### src/rtl/cache_err_seq_pkg.sv
// Shared CP0 definitions for the cache-error sequencer: state encodings,
// default exception vectors and err_src bit positions.
package cache_err_seq_pkg;

  typedef enum logic [1:0] {
    ST_IDLE     = 2'd0,
    ST_FLUSH    = 2'd1,
    ST_COMMIT   = 2'd2,
    ST_REDIRECT = 2'd3
  } state_t;

  localparam logic [31:0] VEC_BEV1_DEF  = 32'hBFC00300;
  localparam logic [31:0] VEC_BEV0_DEF  = 32'hA0000100;
  localparam int          FLUSH_TMO_DEF = 16;

  // Width of the flush timeout counter; FLUSH_TMO is limited to 2..255.
  localparam int TMO_W = 8;

  localparam int SRC_IC = 0;
  localparam int SRC_DC = 1;

  function automatic logic [1:0] src_bits(input logic ic, input logic dc);
    logic [1:0] s;
    s         = 2'b00;
    s[SRC_IC] = ic;
    s[SRC_DC] = dc;
    return s;
  endfunction

endpackage

### src/rtl/cache_err_seq_tmo_cnt.sv
// Flush timeout down-counter: load on accept, decrement while enabled,
// expired is high once the count has run down to zero.
module cache_err_tmo_cnt #(
  parameter int W = 8
) (
  input  logic         clk,
  input  logic         rst,
  input  logic         load,
  input  logic         en,
  input  logic [W-1:0] load_val,
  output logic         expired
);

  logic [W-1:0] cnt_reg;

  always_ff @(posedge clk or negedge rst) begin
    if (!rst) begin
      cnt_reg <= '0;
    end else if (load) begin
      cnt_reg <= load_val;
    end else if (en && (cnt_reg != '0)) begin
      cnt_reg <= cnt_reg - 1'b1;
    end
  end

  assign expired = (cnt_reg == '0);

endmodule

### src/rtl/cache_err_seq.sv
// CP0 cache-error exception sequencer: capture -> flush -> commit -> redirect.
// Optional saturating error counter enabled by defining CACHE_ERR_CNT_EN.
module cache_err_seq
  import cache_err_seq_pkg::*;
#(
  parameter logic [31:0] VEC_BEV1  = VEC_BEV1_DEF,
  parameter logic [31:0] VEC_BEV0  = VEC_BEV0_DEF,
  parameter int          FLUSH_TMO = FLUSH_TMO_DEF
) (
  input  logic        clk,
  input  logic        rst,
  input  logic        ic_err,
  input  logic        dc_err,
  input  logic [31:0] err_pc,
  input  logic        err_bd,
  input  logic        erl,
  input  logic        bev,
  input  logic        flush_ack,
  input  logic        redirect_ack,
`ifdef CACHE_ERR_CNT_EN
  input  logic        cnt_clr,
  output logic [7:0]  err_cnt,
`endif
  output logic        flush_req,
  output logic        cache_err,
  output logic [31:0] pc_p,
  output logic        bd_p,
  output logic        erl_set,
  output logic        redirect_valid,
  output logic [31:0] redirect_pc,
  output logic [1:0]  err_src,
  output logic        flush_tmo,
  output logic        busy
);

  state_t      state_reg, state_next;
  logic        accept;
  logic        tmo_expired;
  logic        tmo_hit;
  logic [1:0]  src_next;
  logic [31:0] pc_p_reg;
  logic        bd_p_reg;
  logic [1:0]  err_src_reg;
  logic        flush_tmo_reg;
  logic [31:0] redirect_pc_reg;

  // Nested errors (ERL already set) and anything arriving while busy are dropped.
  assign accept   = (state_reg == ST_IDLE) && (ic_err || dc_err) && !erl;
  assign tmo_hit  = (state_reg == ST_FLUSH) && tmo_expired && !flush_ack;
  assign src_next = src_bits(ic_err, dc_err);

  cache_err_tmo_cnt #(
    .W (TMO_W)
  ) u_tmo_cnt (
    .clk      (clk),
    .rst      (rst),
    .load     (accept),
    .en       (state_reg == ST_FLUSH),
    .load_val (TMO_W'(FLUSH_TMO - 1)),
    .expired  (tmo_expired)
  );

  always_ff @(posedge clk or negedge rst) begin
    if (!rst) begin
      state_reg <= ST_IDLE;
    end else begin
      state_reg <= state_next;
    end
  end

  always_comb begin
    state_next     = state_reg;
    flush_req      = 1'b0;
    cache_err      = 1'b0;
    erl_set        = 1'b0;
    redirect_valid = 1'b0;
    case (state_reg)
      ST_IDLE: begin
        if (accept) state_next = ST_FLUSH;
      end
      ST_FLUSH: begin
        flush_req = 1'b1;
        if (flush_ack || tmo_expired) state_next = ST_COMMIT;
      end
      ST_COMMIT: begin
        cache_err  = 1'b1;
        erl_set    = 1'b1;
        state_next = ST_REDIRECT;
      end
      ST_REDIRECT: begin
        redirect_valid = 1'b1;
        if (redirect_ack) state_next = ST_IDLE;
      end
      default: state_next = ST_IDLE;
    endcase
  end

  // Faulting PC/BD only move on an IDLE accept, keeping them coherent with cache_err.
  always_ff @(posedge clk or negedge rst) begin
    if (!rst) begin
      pc_p_reg <= '0;
      bd_p_reg <= 1'b0;
    end else if (accept) begin
      pc_p_reg <= err_pc;
      bd_p_reg <= err_bd;
    end
  end

  for (genvar gi = 0; gi < 2; gi++) begin : g_src
    always_ff @(posedge clk or negedge rst) begin
      if (!rst) begin
        err_src_reg[gi] <= 1'b0;
      end else if (accept) begin
        err_src_reg[gi] <= src_next[gi];
      end
    end
  end

  always_ff @(posedge clk or negedge rst) begin
    if (!rst) begin
      flush_tmo_reg <= 1'b0;
    end else if (accept) begin
      flush_tmo_reg <= 1'b0;
    end else if (tmo_hit) begin
      flush_tmo_reg <= 1'b1;
    end
  end

  // BEV is sampled on the commit cycle, not at error capture.
  always_ff @(posedge clk or negedge rst) begin
    if (!rst) begin
      redirect_pc_reg <= '0;
    end else if (state_reg == ST_COMMIT) begin
      redirect_pc_reg <= bev ? VEC_BEV1 : VEC_BEV0;
    end
  end

`ifdef CACHE_ERR_CNT_EN
  logic [7:0] err_cnt_reg;

  always_ff @(posedge clk or negedge rst) begin
    if (!rst) begin
      err_cnt_reg <= 8'h00;
    end else if (cnt_clr) begin
      err_cnt_reg <= 8'h00;
    end else if (accept && (err_cnt_reg != 8'hFF)) begin
      err_cnt_reg <= err_cnt_reg + 8'h01;
    end
  end

  assign err_cnt = err_cnt_reg;
`endif

  assign pc_p        = pc_p_reg;
  assign bd_p        = bd_p_reg;
  assign err_src     = err_src_reg;
  assign flush_tmo   = flush_tmo_reg;
  assign redirect_pc = redirect_pc_reg;
  assign busy        = (state_reg != ST_IDLE);

endmodule

### config.mk
export PLATFORM = sky130hd
export DESIGN_NAME = cache_err_seq
export DESIGN_NICKNAME = d
export VERILOG_FILES = /design/src/rtl/cache_err_seq_pkg.sv /design/src/rtl/cache_err_seq_tmo_cnt.sv /design/src/rtl/cache_err_seq.sv
export SDC_FILE = /design/constraint.sdc
export NUM_CORES = 1
export LEC_CHECK = 0
export CAP_MARGIN = 20
export CORE_MARGIN = 8
export CORE_UTILIZATION = 55
export DETAILED_ROUTE_END_ITERATION = 12
export DONT_BUFFER_PORTS = 1
export GPL_TIMING_DRIVEN = 1
export PLACE_DENSITY_LB_ADDON = 0.1
export SLEW_MARGIN = 5
export SYNTH_ARGS = -nofsm -noshare
export SYNTH_HDL_FRONTEND = slang
export SYNTH_SLANG_ARGS = --single-unit
### constraint.sdc
create_clock -name clk -period 2.5 [get_ports clk]
set_input_delay 0.375 -clock clk [delete_from_list [all_inputs] [get_ports clk]]
set_output_delay 0.375 -clock clk [all_outputs]
set_load 0.005 [all_outputs]
==> results of run 1 <==
[power groups by stage]
stage          Clock (W)  Sequential [W]  Combinational, W
6_report        0.000468         0.00139          0.000721
2_1_floorplan          0         0.00131          0.000699
3_5_place_dp           0         0.00142          0.000723
5_1_grt         0.000528         0.00144          0.000853
3_3_place_gp           0         0.00142          0.000688
4_1_cts         0.000490         0.00141          0.000741
[area by class of cell]
class | instances | area [µm²] | area share [%]
sequential | 48 | 1200 | 51.5
clock inverter | 1 | 7.51 | 0.322
tap | 50 | 62.6 | 2.68
timing repair buffer | 7 | 75.1 | 3.22
clock buffer | 7 | 86.3 | 3.70
inverter | 7 | 26.3 | 1.13
multi-input combinational | 176 | 873 | 37.4
[stage by stage]
step | area, µm² | utilization (%) | cells
global placement | 2200 | 55.0 | 286
CTS | 2330 | 58.3 | 296
floorplan | 2360 | - | 271
global route | 2330 | 58.3 | 296
detailed placement | 2200 | 55.0 | 286
finish | 2330 | 58.3 | 296
[cell families after synthesis]
kind of cell	synth area share, %
fa+ha+maj	3.83
mux	1.42
xor+xnor	2.30
buf+inv	12.8
flops	52.5
other cells	0.164
compound gates	3.17
simple gates	23.8
[synthesized netlist by cell type]
library cell	count	area, µm²
sky130_fd_sc_hd__a2111oi_0	1	8.76
sky130_fd_sc_hd__a211oi_1	2	15.0
sky130_fd_sc_hd__a21o_1	1	7.51
sky130_fd_sc_hd__a21oi_1	1	5.00
sky130_fd_sc_hd__a31o_1	1	8.76
sky130_fd_sc_hd__a31oi_1	1	6.26
sky130_fd_sc_hd__and2_1	1	6.26
sky130_fd_sc_hd__buf_2	1	5.00
sky130_fd_sc_hd__buf_4	31	233
sky130_fd_sc_hd__clkbuf_1	8	30.0
sky130_fd_sc_hd__conb_1	1	3.75
sky130_fd_sc_hd__dfrtp_1	48	1200
sky130_fd_sc_hd__ha_1	7	87.6
sky130_fd_sc_hd__inv_1	7	26.3
sky130_fd_sc_hd__mux2_1	1	11.3
sky130_fd_sc_hd__mux2_2	1	11.3
sky130_fd_sc_hd__mux2i_1	1	10.0
sky130_fd_sc_hd__nand2_1	110	413
sky130_fd_sc_hd__nand2b_1	1	6.26
sky130_fd_sc_hd__nor2_1	6	22.5
sky130_fd_sc_hd__nor3_1	1	5.00
sky130_fd_sc_hd__nor3b_1	1	7.51
sky130_fd_sc_hd__nor3b_2	1	12.5
sky130_fd_sc_hd__nor4_2	2	25.0
sky130_fd_sc_hd__o211ai_1	1	7.51
sky130_fd_sc_hd__o21ai_0	1	5.00
sky130_fd_sc_hd__o311ai_1	1	8.76
sky130_fd_sc_hd__or2_1	1	6.26
sky130_fd_sc_hd__or2_2	2	12.5
sky130_fd_sc_hd__or3_1	1	6.26
sky130_fd_sc_hd__or4_4	1	11.3
sky130_fd_sc_hd__or4b_1	1	10.0
sky130_fd_sc_hd__xnor2_1	6	52.6
[critical path: cells and delay by family, from the launching register on]
kind	cells	cell delay (ns)
and+or+nand+nor	2	0.92
buffers and inverters	1	0.11
adders and majority gates	1	0.27
AOI/OAI and AO/OA	1	0.23
DFF	1	0.41
[layer usage]
metal / vias to the layer above / track usage [%] / share of wire, %
met1: 659 / 16.4 / 41
met3: 6 / 6.70 / 10
met2: 57 / 22.1 / 47
li1: 714 / - / -
met4: 0 / 5.45 / 1.3
met5: - / 0 / 0
[worst max-delay path by stage]
stage            startpoint                   end  cells past startpoint
5_1_grt        state_reg[1]  u_tmo_cnt.cnt_reg[7]                      6
2_1_floorplan  state_reg[1]  u_tmo_cnt.cnt_reg[7]                      5
3_3_place_gp   state_reg[1]  u_tmo_cnt.cnt_reg[7]                      5
3_5_place_dp   state_reg[1]  u_tmo_cnt.cnt_reg[7]                      5
4_1_cts        state_reg[1]  u_tmo_cnt.cnt_reg[7]                      6
6_report       state_reg[1]  u_tmo_cnt.cnt_reg[7]                      5
[repair_timing]
item	CTS	global route
hold endpoints to repair	48	0
hold buffers	2	0
setup buffers	0	0
gates resized for setup	0	0
==> results.txt, run 1 <==
most frequent standard cell in the layout excluding fill and tap cells: sky130_fd_sc_hd__nand2_1
synth warn: 0
capturing element type of the critical path: flip-flop
Total Nets Final: 293
Largest register FFs: 32
routed wire length per instance: 15.6 µm
category of the worst setup path launch point: flip-flop
largest net degree at the start of global routing: 49
number of global-route vias before repair: 1480
number of synthesized register bits: 48
largest fanout of any net on the critical path: 5
Worst R2R Path Depth: 5
count of cells along the worst hold path: 2
die span in y: 80.5 µm
class of the tightest hold or removal check: input pin to flip-flop
Net Switching: 0.000969 W
setup slack on the worst flop-to-flop path: 0.46 ns
cell area after synthesis: 2290 µm²
Power per Cell Area: 1110 nW/µm²
cell-by-cell trace of the critical path: inv_1 -> ha_1 -> or4b_1 -> or4_4 -> a31o_1
Yosys cell types: 33
TritonCTS buffer count: 5
slowest cell on the critical path: sky130_fd_sc_hd__or4b_1
clock slew at reported path FFs: 0.09 ns
total routing resource utilization after global routing: 14.2%
Core ar.: 4000 µm²
startpoint of the most critical hold path: err_pc[0]
relative contribution of the clock network to total power: 18.1%
Comb pwr share: 27.9%
Die ar.: 6480 µm²
mean instance size in the synthesized netlist: 9.12 µm²
detail-routed via count per cell: 4.85
final-report max-slew violation count: 0
Max VDD drop: 601 µV
max frequency: 490 MHz
pre-CTS setup slack: 0.469 ns
arrival time of the worst setup path: 2.23 ns
Synth-to-Final Area Change: 1.91%
vias: 1436
register area share after synthesis: 52.5%
violation count after the first detailed-route iteration: 61
clock tree sinks: 48
Static Leak: 1.23 nW
startpoint of the worst-slack reg-to-reg timing path: state_reg[1]
fin worst setup slack: 0.461 ns
global-route wire length before repair: 7.09 mm
count of boundary I/O pins: 114
number of violations of the max-capacitance limit: 0
number of antenna diodes: 0
final period utilization: 81.6%
max incr delay on CP: 0.48 ns
GPL Wtd Cong: 0.776
clock latency reported for the late side of the worst-skew pair: 0.30 ns
Gate Count Post-Synth: 251
master cell of the clock root buffer: sky130_fd_sc_hd__clkbuf_8
Fin Hold WS: 0.180 ns
TritonRoute pass-1 iters: 4
outcome: complete, no violations
overall die width: 80.5 µm
headroom to the max-slew limit: 64.1%
setup_tns: 0 ns
Final ANT Viol Nets: 0
worst-margin pin slew: 0.524 ns
CTS tree: yes
final setup violating endpoints: 0
internal power: 0.00161 W
# H-tree levels: 2
data required time at the worst endpoint: 2.69 ns
number of port buffers: 0
maximum clock insertion buffer count: 2
fraction of layout instances using a drive strength above 1: 8.54%
Switching Share: 37.5%
Residual DRC: 0
HPWL after detailed placement: 3.44 mm
final hold vios: 0
global route overflow: 0
initial antenna violation count: 0
setup repair after global routing missed its margin: false
# fillers: 366
total power consumption of the routed design: 0.00258 W
crit path time final: 2.04 ns
detailed-route wire length: 4.63 mm
effective utilization at floorplan: 57.2%
register share of total power: 54.0%
top library cells by usage in the layout, fill and taps aside: 110 x sky130_fd_sc_hd__nand2_1, 48 x sky130_fd_sc_hd__dfrtp_1, 21 x sky130_fd_sc_hd__conb_1
worst clock skew: 0.00579 ns
worst reg2reg endpoint: u_tmo_cnt.cnt_reg[7]
row cnt: 23
Worst Path Class, Setup: flip-flop to flip-flop
WHS Endpoint: pc_p[0]
Note: power is estimated with default switching activity, not from simulation.
==> run 2: changes to the inputs <==
==> constraint.sdc (replaced) <==
create_clock -name clk -period 2.1 [get_ports clk]
set_input_delay 0.315 -clock clk [delete_from_list [all_inputs] [get_ports clk]]
set_output_delay 0.315 -clock clk [all_outputs]
set_load 0.005 [all_outputs]
==> results.txt, run 2 (synthesis gave the netlist of run 1 again) <==
outcome: complete, no violations
Largest register FFs: 32
setup slack on the worst flop-to-flop path: 0.18 ns
final setup violating endpoints: 0
class of the tightest hold or removal check: input pin to flip-flop
postcts setup bufs: 0
Synth-to-Final Area Change: 2.41%
final-report max-slew violation count: 0
Placed Cells incl. Taps: 288
launching element of the worst setup path: state_reg[1]
number of port buffers: 0
capturing element type of the critical path: flip-flop
most frequent standard cell in the layout excluding fill and tap cells: sky130_fd_sc_hd__nand2_1
number of violations of the max-capacitance limit: 0
final hold vios: 0
TritonCTS buffer count: 5
Core ar.: 4000 µm²
internal power: 0.00194 W
largest net degree at the start of global routing: 49
Critical Path End: u_tmo_cnt.cnt_reg[7]
# fillers: 380
Worst R2R Path Depth: 5
category of the worst setup path launch point: flip-flop
global-route wire length before repair: 7.40 mm
overall die width: 80.5 µm
Non-Filler Instances: 298
data required time at the worst endpoint: 2.30 ns
TritonRoute pass-1 iters: 4
violation count after the first detailed-route iteration: 67
detail-routed via count per cell: 4.90
pre-CTS setup slack: 0.165 ns
global route overflow: 0
headroom to the max-slew limit: 63.7%
worst reg2reg endpoint: u_tmo_cnt.cnt_reg[7]
Fin Hold WS: 0.118 ns
detailed-route wire length: 4.88 mm
worst clock skew: 0.00639 ns
master cell of the clock root buffer: sky130_fd_sc_hd__clkbuf_8
relative contribution of the clock network to total power: 18.0%
cell-by-cell trace of the critical path: inv_1 -> ha_1 -> or4b_1 -> or4_4 -> a31o_1
setup repair after global routing missed its margin: false
Net Switching: 0.00119 W
Switching Share: 38.0%
count of boundary I/O pins: 114
crit path time final: 1.92 ns
slowest cell on the critical path: sky130_fd_sc_hd__or4b_1
Die ar.: 6480 µm²
worst-margin pin slew: 0.531 ns
setup_tns: 0 ns
Total Nets Final: 295
Final ANT Viol Nets: 0
final period utilization: 91.4%
top library cells by usage in the layout, fill and taps aside: 110 x sky130_fd_sc_hd__nand2_1, 48 x sky130_fd_sc_hd__dfrtp_1, 21 x sky130_fd_sc_hd__conb_1
clock latency reported for the late side of the worst-skew pair: 0.30 ns
Comb pwr share: 28.6%
Max VDD drop: 615 µV
initial antenna violation count: 0
vias: 1460
post-cts resize count: 0
effective utilization at floorplan: 57.2%
clock tree sinks: 48
clock slew at reported path FFs: 0.09 ns
max incr delay on CP: 0.45 ns
Worst Path Class, Setup: flip-flop to flip-flop
fin worst setup slack: 0.180 ns
Static Leak: 1.24 nW
maximum clock insertion buffer count: 2
row cnt: 23
number of global-route vias before repair: 1497
register share of total power: 53.4%
fraction of layout instances using a drive strength above 1: 8.87%
routed wire length per instance: 16.4 µm
HPWL after detailed placement: 3.65 mm
max frequency: 521 MHz
Residual DRC: 0
number of antenna diodes: 0
GPL Wtd Cong: 0.776
largest fanout of any net on the critical path: 4
Power per Cell Area: 1330 nW/µm²
startpoint of the worst-slack reg-to-reg timing path: state_reg[1]
arrival time of the worst setup path: 2.12 ns
total routing resource utilization after global routing: 14.9%
CTS tree: yes
die span in y: 80.5 µm
# H-tree levels: 2
-- run 2: changes by cell type in the layout (fill, tap and decap cells not counted), sizes merged --
cell      previous run  this run
buf                  6         8
clkbuf               7         8
clkinvlp             1         0
-- run 2: power groups by stage --
stage	logic [W]	registers (W)	clock network [W]
after floorplan	0.000832	0.00156	0
after CTS	0.000914	0.00168	0.000578
after global routing	0.00104	0.00173	0.000622
after detailed placement	0.000891	0.00169	0
final	0.000895	0.00167	0.000562
after global placement	0.000840	0.00169	0
-- run 2: routing by layer --
metal	GRT usage, %	part of all wire [%]	up-vias
li1	-	-	717
met1	17.7	41	677
met2	22.8	48	59
met3	6.36	9.9	7
met4	6.73	1.4	0
met5	0	0	-
-- run 2: critical path, delay by kind of cell (launching register included) --
kind / cells / cell delay, ns
AOI/OAI and AO/OA: 1 / 0.23
adders and majority gates: 1 / 0.17
buffers and inverters: 1 / 0.11
DFF: 1 / 0.42
and+or+nand+nor: 2 / 0.89
-- run 2: layout make-up --
| class | instances | area, µm² | area share, % |
|---|---|---|---|
| Sequential cell | 48 | 1200 | 51.3 |
| Multi-Input combinational cell | 176 | 873 | 37.3 |
| Clock buffer | 8 | 90.1 | 3.84 |
| Timing Repair Buffer | 9 | 90.1 | 3.84 |
| Tap cell | 50 | 62.6 | 2.67 |
| Inverter | 7 | 26.3 | 1.12 |
-- run 2: what timing repair did --
item	in CTS	in global routing
hold endpoints to repair	48	0
hold buffers	2	0
setup endpoints to repair	0	0
-- run 2: how the worst min path moves through the flow --
stage | cells after the start | to | from | slack (ns)
CTS | 2 | pc_p[11] | err_pc[11] | 0.11
global route | 2 | pc_p[17] | err_pc[17] | 0.10
detailed placement | 0 | pc_p[15] | rst | 0.02
global placement | 0 | pc_p[14] | rst | 0.02
finish | 2 | pc_p[11] | err_pc[11] | 0.12
floorplan | 0 | bd_p | rst | 0.02
-- run 2: through the flow --
step | power (W) | area [µm²] | util, %
2_1_floorplan | 0.00240 | 2360 | -
3_3_place_gp | 0.00253 | 2220 | 55.4
3_5_place_dp | 0.00258 | 2220 | 55.4
4_1_cts | 0.00318 | 2340 | 58.6
5_1_grt | 0.00339 | 2340 | 58.6
6_report | 0.00313 | 2340 | 58.6
==> run 3: changes to the inputs <==
--- a/config.mk
+++ b/config.mk
@@ -5,14 +5,13 @@
 export SDC_FILE = /design/constraint.sdc
 export NUM_CORES = 1
 export LEC_CHECK = 0
-export CAP_MARGIN = 20
 export CORE_MARGIN = 8
 export CORE_UTILIZATION = 55
 export DETAILED_ROUTE_END_ITERATION = 12
 export DONT_BUFFER_PORTS = 1
 export GPL_TIMING_DRIVEN = 1
 export PLACE_DENSITY_LB_ADDON = 0.1
-export SLEW_MARGIN = 5
+export SLEW_MARGIN = 30
 export SYNTH_ARGS = -nofsm -noshare
 export SYNTH_HDL_FRONTEND = slang
 export SYNTH_SLANG_ARGS = --single-unit
==> results of run 3 <==
The final DEF is identical to that of run 2; final timing and power are the same.
